--- src/rtl/rr_mux7_arbiter.sv ---
// Round-robin arbiter for a 7-way shared datapath mux and its downstream resource.
// Grant and select are registered; a watchdog can force release of a stuck owner.
module rr_mux7_arbiter #(
    parameter int TIMEOUT = 16,
    parameter int CNT_W   = 8
) (
    input  logic       clk,
    input  logic       resetn,
    input  logic [6:0] req,
    input  logic       done,
    output logic [6:0] gnt,
    output logic [2:0] sel,
    output logic       sel_valid,
    output logic       timeout
);

    typedef enum logic {
        S_IDLE,
        S_BUSY
    } state_t;

    localparam logic [CNT_W-1:0] C_LIMIT =
        (TIMEOUT == 0) ? '0 : CNT_W'(TIMEOUT - 1);

    state_t           r_state;
    logic [CNT_W-1:0] r_cnt;
    logic [2:0]       r_last;
    logic [6:0]       r_gnt;
    logic [2:0]       r_sel;
    logic             r_sel_valid;
    logic             r_timeout;

    logic       w_any;
    logic [2:0] w_pick;
    logic [3:0] w_sum;
    logic       w_owner;
    logic       w_wdog;
    logic       w_release;

    // Scan downward so the lowest offset from the last owner wins.
    always_comb begin
        w_any  = |req;
        w_pick = 3'd0;
        w_sum  = 4'd0;
        for (int off = 7; off >= 1; off--) begin
            w_sum = {1'b0, r_last} + 4'(off);
            if (w_sum >= 4'd7) begin
                w_sum = w_sum - 4'd7;
            end
            if (req[w_sum[2:0]]) begin
                w_pick = w_sum[2:0];
            end
        end
    end

    assign w_owner   = |(req & r_gnt);
    assign w_wdog    = (TIMEOUT != 0) && (r_cnt == C_LIMIT);
    assign w_release = done || !w_owner || w_wdog;

    always_ff @(posedge clk or negedge resetn) begin
        if (!resetn) begin
            r_state     <= S_IDLE;
            r_cnt       <= '0;
            r_last      <= 3'd6;
            r_gnt       <= 7'd0;
            r_sel       <= 3'd0;
            r_sel_valid <= 1'b0;
            r_timeout   <= 1'b0;
        end else begin
            r_timeout <= 1'b0;
            unique case (r_state)
                S_IDLE: begin
                    if (w_any) begin
                        r_state     <= S_BUSY;
                        r_gnt       <= 7'd1 << w_pick;
                        r_sel       <= w_pick;
                        r_sel_valid <= 1'b1;
                        r_cnt       <= '0;
                    end
                end
                S_BUSY: begin
                    if (w_release) begin
                        r_state     <= S_IDLE;
                        r_gnt       <= 7'd0;
                        r_sel_valid <= 1'b0;
                        r_last      <= r_sel;
                        // Completion wins over a coincident watchdog expiry.
                        r_timeout   <= w_wdog && !done;
                    end else begin
                        r_cnt <= r_cnt + CNT_W'(1);
                    end
                end
                default: r_state <= S_IDLE;
            endcase
        end
    end

    assign gnt       = r_gnt;
    assign sel       = r_sel;
    assign sel_valid = r_sel_valid;
    assign timeout   = r_timeout;

endmodule

--- config.mk ---
export PLATFORM = sky130hd
export DESIGN_NAME = rr_mux7_arbiter
export DESIGN_NICKNAME = d
export VERILOG_FILES = /design/src/rtl/rr_mux7_arbiter.sv
export SDC_FILE = /design/constraint.sdc
export NUM_CORES = 1
export LEC_CHECK = 0
export ABC_AREA = 1
export BUFFER_PORTS_ARGS = -buffer_cell sky130_fd_sc_hd__buf_2
export CAP_MARGIN = 15
export CORE_ASPECT_RATIO = 0.7
export CORE_MARGIN = 8
export CORE_UTILIZATION = 60
export DETAILED_ROUTE_END_ITERATION = 7
export GPL_ROUTABILITY_DRIVEN = 0
export GPL_TIMING_DRIVEN = 1
export PLACE_DENSITY = 0.8
export SLEW_MARGIN = 20
export SYNTH_ARGS = -nofsm -noshare
export SYNTH_HDL_FRONTEND = slang
export SYNTH_SLANG_ARGS = --single-unit
--- constraint.sdc ---
create_clock -name clk -period 3.2 [get_ports clk]
set_input_delay 0.48 -clock clk [delete_from_list [all_inputs] [get_ports clk]]
set_output_delay 0.48 -clock clk [all_outputs]
set_load 0.02 [all_outputs]
# Word-level counts from Yosys, hierarchy flattened
# Index checks and enable logic that the tools add are counted.
# totals
register_bits	24
inputBits	10
# op_classes
shifts	1
bitwise	2
reduce_logical	11
magnitude_cmp	14
muxes	42
n_addsub	15
eq_ne	4
# op_table
operator	count
$mux 3	14
$ge 4x3->1 const B	7
$lt 3x4->1 const B	7
$bmux 1 s3	7
$sub 3x3->3 const B	7
$add 3x3->4 const B	4
$mux 8	2
$pmux 8 s2	1
$mux 7	2
$pmux 7 s2	1
$reduce_or 7->1	2
$mux 1	13
$add 3x2->4 const B	2
$add 8x1->8 const B	1
$eq 8x4->1 const B	1
$reduce_and 2->1	4
$and 7x7->7	1
$shl 1x3->7 const A	1
$add 3x1->4 const B	1
$ne 2x2->1 const B	2
$pmux 1 s2	2
$logic_not 1->1	2
$logic_or 1x1->1	2
$ne 2x1->1 const B	1
2 further kinds	2

# Depth between registers and ports, before layout
# depth
ltp_word	15
depth_mapped	25
depth_no_buf	24

# Least setup slack after synthesis
# Ideal clock, no wire load.
# synth_path
path_kind	reg-to-reg
startpoint	register r_last[1]
endpoint	register r_gnt[6], in the netlist gnt[6]
t_required_ns	3.083
stages_incl_launch_ff	16
t_arrival_ns	2.590
setup_ns	0.117
path_slack_ns	0.493
path_cell_list	dfstp_2 inv_1 ha_1 inv_1 fa_1 or2_1 nand2_2 o21ai_1 a21oi_1 nor2_1 o21ai_1 a21oi_1 a21oi_4 nor2_2 nand2_1 nand2_1
# synth_via
elab_chain_cells	15
elab_cells_between_ends	52
cone_classes	add/sub (14); order compare (7); shift (1); mux (30)
# synth_lines
item	line_no	rtl
start: declaration	27	logic [2:0] r_last;
start signal: assignment	86	r_last <= r_sel;
$add 3x3->4	46	w_sum = {1'b0, r_last} + 4'(off);
$ge 4x3->1 / $sub 3x3->3 (equally long branches)	47, 48	
$mux 3	47	if (w_sum >= 4'd7) begin
$bmux 1 s3	50	if (req[w_sum[2:0]]) begin
$mux 1 (implied by the code)	50	
$mux 3 (6 in a row)	50	
$mux 3 (*)	50	
$shl 1x3->7 (*)	75	r_gnt <= 7'd1 << w_pick;
$mux 7 (*)	73	if (w_any) begin
$pmux 7 s2 (*)	71	unique case (r_state)
end signal: assignment	75	
end: declaration	28	logic [6:0] r_gnt;
# Every way passes the cells marked *; elsewhere a longest branch is shown, timed or not. The select of a mux whose other input is x is not followed.
# A chain may end at the register's enable or synchronous reset.

# Worst setup path after layout
# layout_path
startpoint	register r_last[1]
endpoint	register r_gnt[2], in the netlist gnt[2]
# The elaborated chain is that of the path after synthesis.

==> metrics.md <==
| Metric | Value |
|---|---|
| Initial Util | `63.3%` |
| Critical path arrival | `about 3.2 ns` |
| CTS Sinks | `24` |
| Maximum clock path buffer count | `2` |
| Mapped Cells | `roughly 380` |
| Dpl cell area | `roughly 2700 sq um` |
| Status | `finished, final reports clean` |
| Worst Setup Start Kind | `register` |
| Register area | `603 sq um` |
| Clk_skew | `slightly below 0.009 ns` |
| Largest net degree at the start of global routing | `25` |
| GR Util All Layers | `21.4%` |
| Reg clk slew, reported paths | `roughly 0.08 ns` |
| Final Critical Period | `3.01 ns` |
| Routed wire per std cell | `15.6 um` |
| Synthesized area | `between 2000 and 3000 sq um` |
| Xor/xnor cell area share of the yosys netlist | `under 10%` |
| Compound-cell area share of the yosys netlist | `between 10% and 20%` |
| Worst reg2reg path depth | `19` |
| Reg-to-Reg Start | `r_last[1]$_DFFE_PN1P_` |
| Layout cells sized above 1 | `approximately 22%` |
| Mux contribution to synthesized area | `0%` |
| Average via count per standard cell | `5.75` |
| # rows | `19` |
| DIE AREA | `roughly 6600 sq um` |
| Peak fanout along the critical path | `6` |
| Core area | `around 4000 sq um` |
| Clk root buf | `clkbuf_8` |
| R2r endpoint | `gnt[2]$_DFFE_PN0P_` |
| # diodes | `0` |
| Final Cycle Share | `~94%` |
| Routed wire length | `7240 um` |
| Unique masters post-synth | `44` |
| Fill cells | `340` |
| Cts hold-fix bufs | `0` |
| Slew Limit Fails | `0` |
| Synth Register Bits | `24` |
| WP data required | `between 3 and 4 ns` |
| Internal reg-to-reg setup slack | `between 0.15 and 0.2 ns` |
| Multi-input gate area | `between 1500 and 2000 sq um` |
| Non-Filler Instances | `approximately 460` |
| CTS Buf Count | `3` |
| IO Port Bufs | `21` |
| Fin nets | `approximately 440` |
| Worst slew pin tran | `between 0.5 and 0.6 ns` |
| Height of the chip | `between 70 and 80 um` |
| Final WS setup | `0.188 ns` |
| Number of remaining DRC errors | `0` |
| Synthesized Nets | `406` |
| Placed cell count | `about 460` |
| Die Span X | `between 90 and 100 um` |
| First-pass iteration count of the detailed router | `5` |
| Max cap viols | `0` |
| Area grow syn2layout | `10.7%` |
| Top-area cell type share of the netlist area | `21.9%` |
| Sequential element share of the synthesized area | `24.0%` |
| Synth warn | `0` |
| Critical Setup Path Class | `register to register` |
| Top post-synthesis cells by area | `dfrtp_1 (22%), nand2_1 (18%), nand3_1 (8.0%), ha_1 (6.0%), inv_1 (5.7%)` |
| Final setup viols | `0` |
| Via Count | `between 2,000 and 3,000` |
| Hold WC Path Type | `input port to async pin` |
| Clk_lat worst skew | `between 0.2 and 0.3 ns` |
| Vias in the first global route | `between 2,000 and 2,500` |
| Setup WS pre-CTS | `0.0813 ns` |
| I/O Pins | `22` |
| Post-synth top area cell | `dfrtp_1` |
| DR iter-0 viols | `337` |
| Initial antenna violation count | `0` |
| Synthesized area per cell | `6.57 sq um` |
| Design area | `approximately 2800 sq um` |
| HPWL Detailed | `roughly 5600 um` |
| First-pass GRT wire length | `11,300 um` |
| Routed Antenna Nets | `0` |
| Adder-Cell Fraction of Synth Area | `under 10%` |
| CTS tree | `built` |
| Slew Limit Headroom | `roughly 64%` |
| Post-Synth Simple-Gate Area | `41.5%` |
| Worst setup EP type | `register` |
| Max Fclk | `around 330 MHz` |
| Grt total ovfl | `0` |
| Final Hold Viols | `0` |
| H-tree depth | `1` |
| Largest family of logic cells by synthesized area | `simple AND/OR/NAND/NOR gates` |
| Util after Layout | `between 70% and 80%` |
-- registers in the layout (all words and copies together) (netlist names) --
name       flops
r_state        1
gnt            7
r_cnt          8
r_last         3
sel            3
timeout        1
sel_valid      1
-- critical path: stages, from the launching register on --
cell	delay, ns
dfstp_2	0.56
clkinvlp_4	0.16
buf_2	0.21
buf_4	0.14
ha_1	0.19
a21oi_2	0.21
nand2_2	0.10
o21ai_2	0.25
inv_2	0.08
o211ai_1	0.09
nand2_1	0.07
nand2_1	0.10
nand2_2	0.09
a21oi_1	0.14
nand2_1	0.07
nand2_1	0.07
nand2_2	0.12
nor2_2	0.16
nand2_1	0.07
nand2_1	0.07
-- metal layers --
| metal | wire (um) | GRT usage [%] | up-vias |
|---|---|---|---|
| met5 | 0 | 0 | - |
| met4 | 91 | 3.74 | 0 |
| met3 | 714 | 4.38 | 12 |
| met2 | 2870 | 28.3 | 142 |
| met1 | 3560 | 33.6 | 1195 |
| li1 | - | - | 1320 |
-- Yosys cell counts (all sizes together) --
cell type and count:
a21oi 21, nor4 1, o2111ai 1, ha 12, dfrtp 22, o21bai 1, clkbuf 1, a31oi 1
o211ai 5, or2 1, xor2 2, nor3 4, fa 1, inv 45, o21ai 34, nor2b 1
buf 4, clkinv 1, nand4 7, nand2 139, a221oi 1, and2 1, o22ai 1, a21boi 1
o32ai 1, dfstp 2, xnor2 3, nand3 43, nor2 26
-- cell usage in the layout, fill, tap and decap left out, types with 2 or more instances in the layout --
master	instances
nand2_1	117
nand3_1	40
inv_1	37
nor2_1	22
dfrtp_1	22
buf_2	22
nand2_2	18
a21oi_1	18
o21ai_1	16
ha_1	11
o21ai_0	9
o21ai_2	9
buf_4	8
inv_2	6
nand4_1	6
o211ai_1	5
nor3_1	4
nand2_4	4
nor2_2	4
clkbuf_8	3
nand3_2	2
xnor2_2	2
a21oi_2	2
dfstp_2	2
-- through the flow --
stage          hold slack, ns  setup TNS [ns]
6_report                0.183               0
3_3_place_gp            0.459               0
4_1_cts                 0.198               0
2_1_floorplan           0.184               0
3_5_place_dp            0.468               0
5_1_grt                 0.219         -0.0120
-- cells by family (layout without fill, tap and decap cells) --
group / count (synthesis) / after routing
xor+xnor: 5 / 5
flops: 24 / 24
compound gates: 67 / 67
buf+inv: 51 / 80
simple gates: 223 / 223
fa+ha+maj: 13 / 13
-- worst max-delay path by stage --
stage | start | endpoint | slack [ns] | cells past startpoint
2_1_floorplan | r_last[1]$_DFFE_PN1P_ | gnt[6]$_DFFE_PN0P_ | 0.49 | 15
3_3_place_gp | r_last[1]$_DFFE_PN1P_ | gnt[4]$_DFFE_PN0P_ | 0.14 | 16
3_5_place_dp | r_last[1]$_DFFE_PN1P_ | gnt[4]$_DFFE_PN0P_ | 0.08 | 16
4_1_cts | r_last[1]$_DFFE_PN1P_ | gnt[4]$_DFFE_PN0P_ | 0.09 | 16
5_1_grt | r_last[1]$_DFFE_PN1P_ | gnt[2]$_DFFE_PN0P_ | -0.007 | 19
6_report | r_last[1]$_DFFE_PN1P_ | gnt[2]$_DFFE_PN0P_ | 0.19 | 19
-- what timing repair did --
action | in CTS | in global routing
gates resized for setup | 0 | 12
setup endpoints to repair | 0 | 10
buffers inserted | 0 | 2
-- cell type report --
class | instances | area share (%)
multi-input cells | 308 | 61.8
flip-flops and latches | 24 | 21.7
inverters | 46 | 6.43
repair buffers | 30 | 6.11
well taps | 52 | 2.34
clock buffers | 4 | 1.62
Power is not shown: default switching activity piles up to over one toggle a cycle in this logic, so the estimate is an artifact.
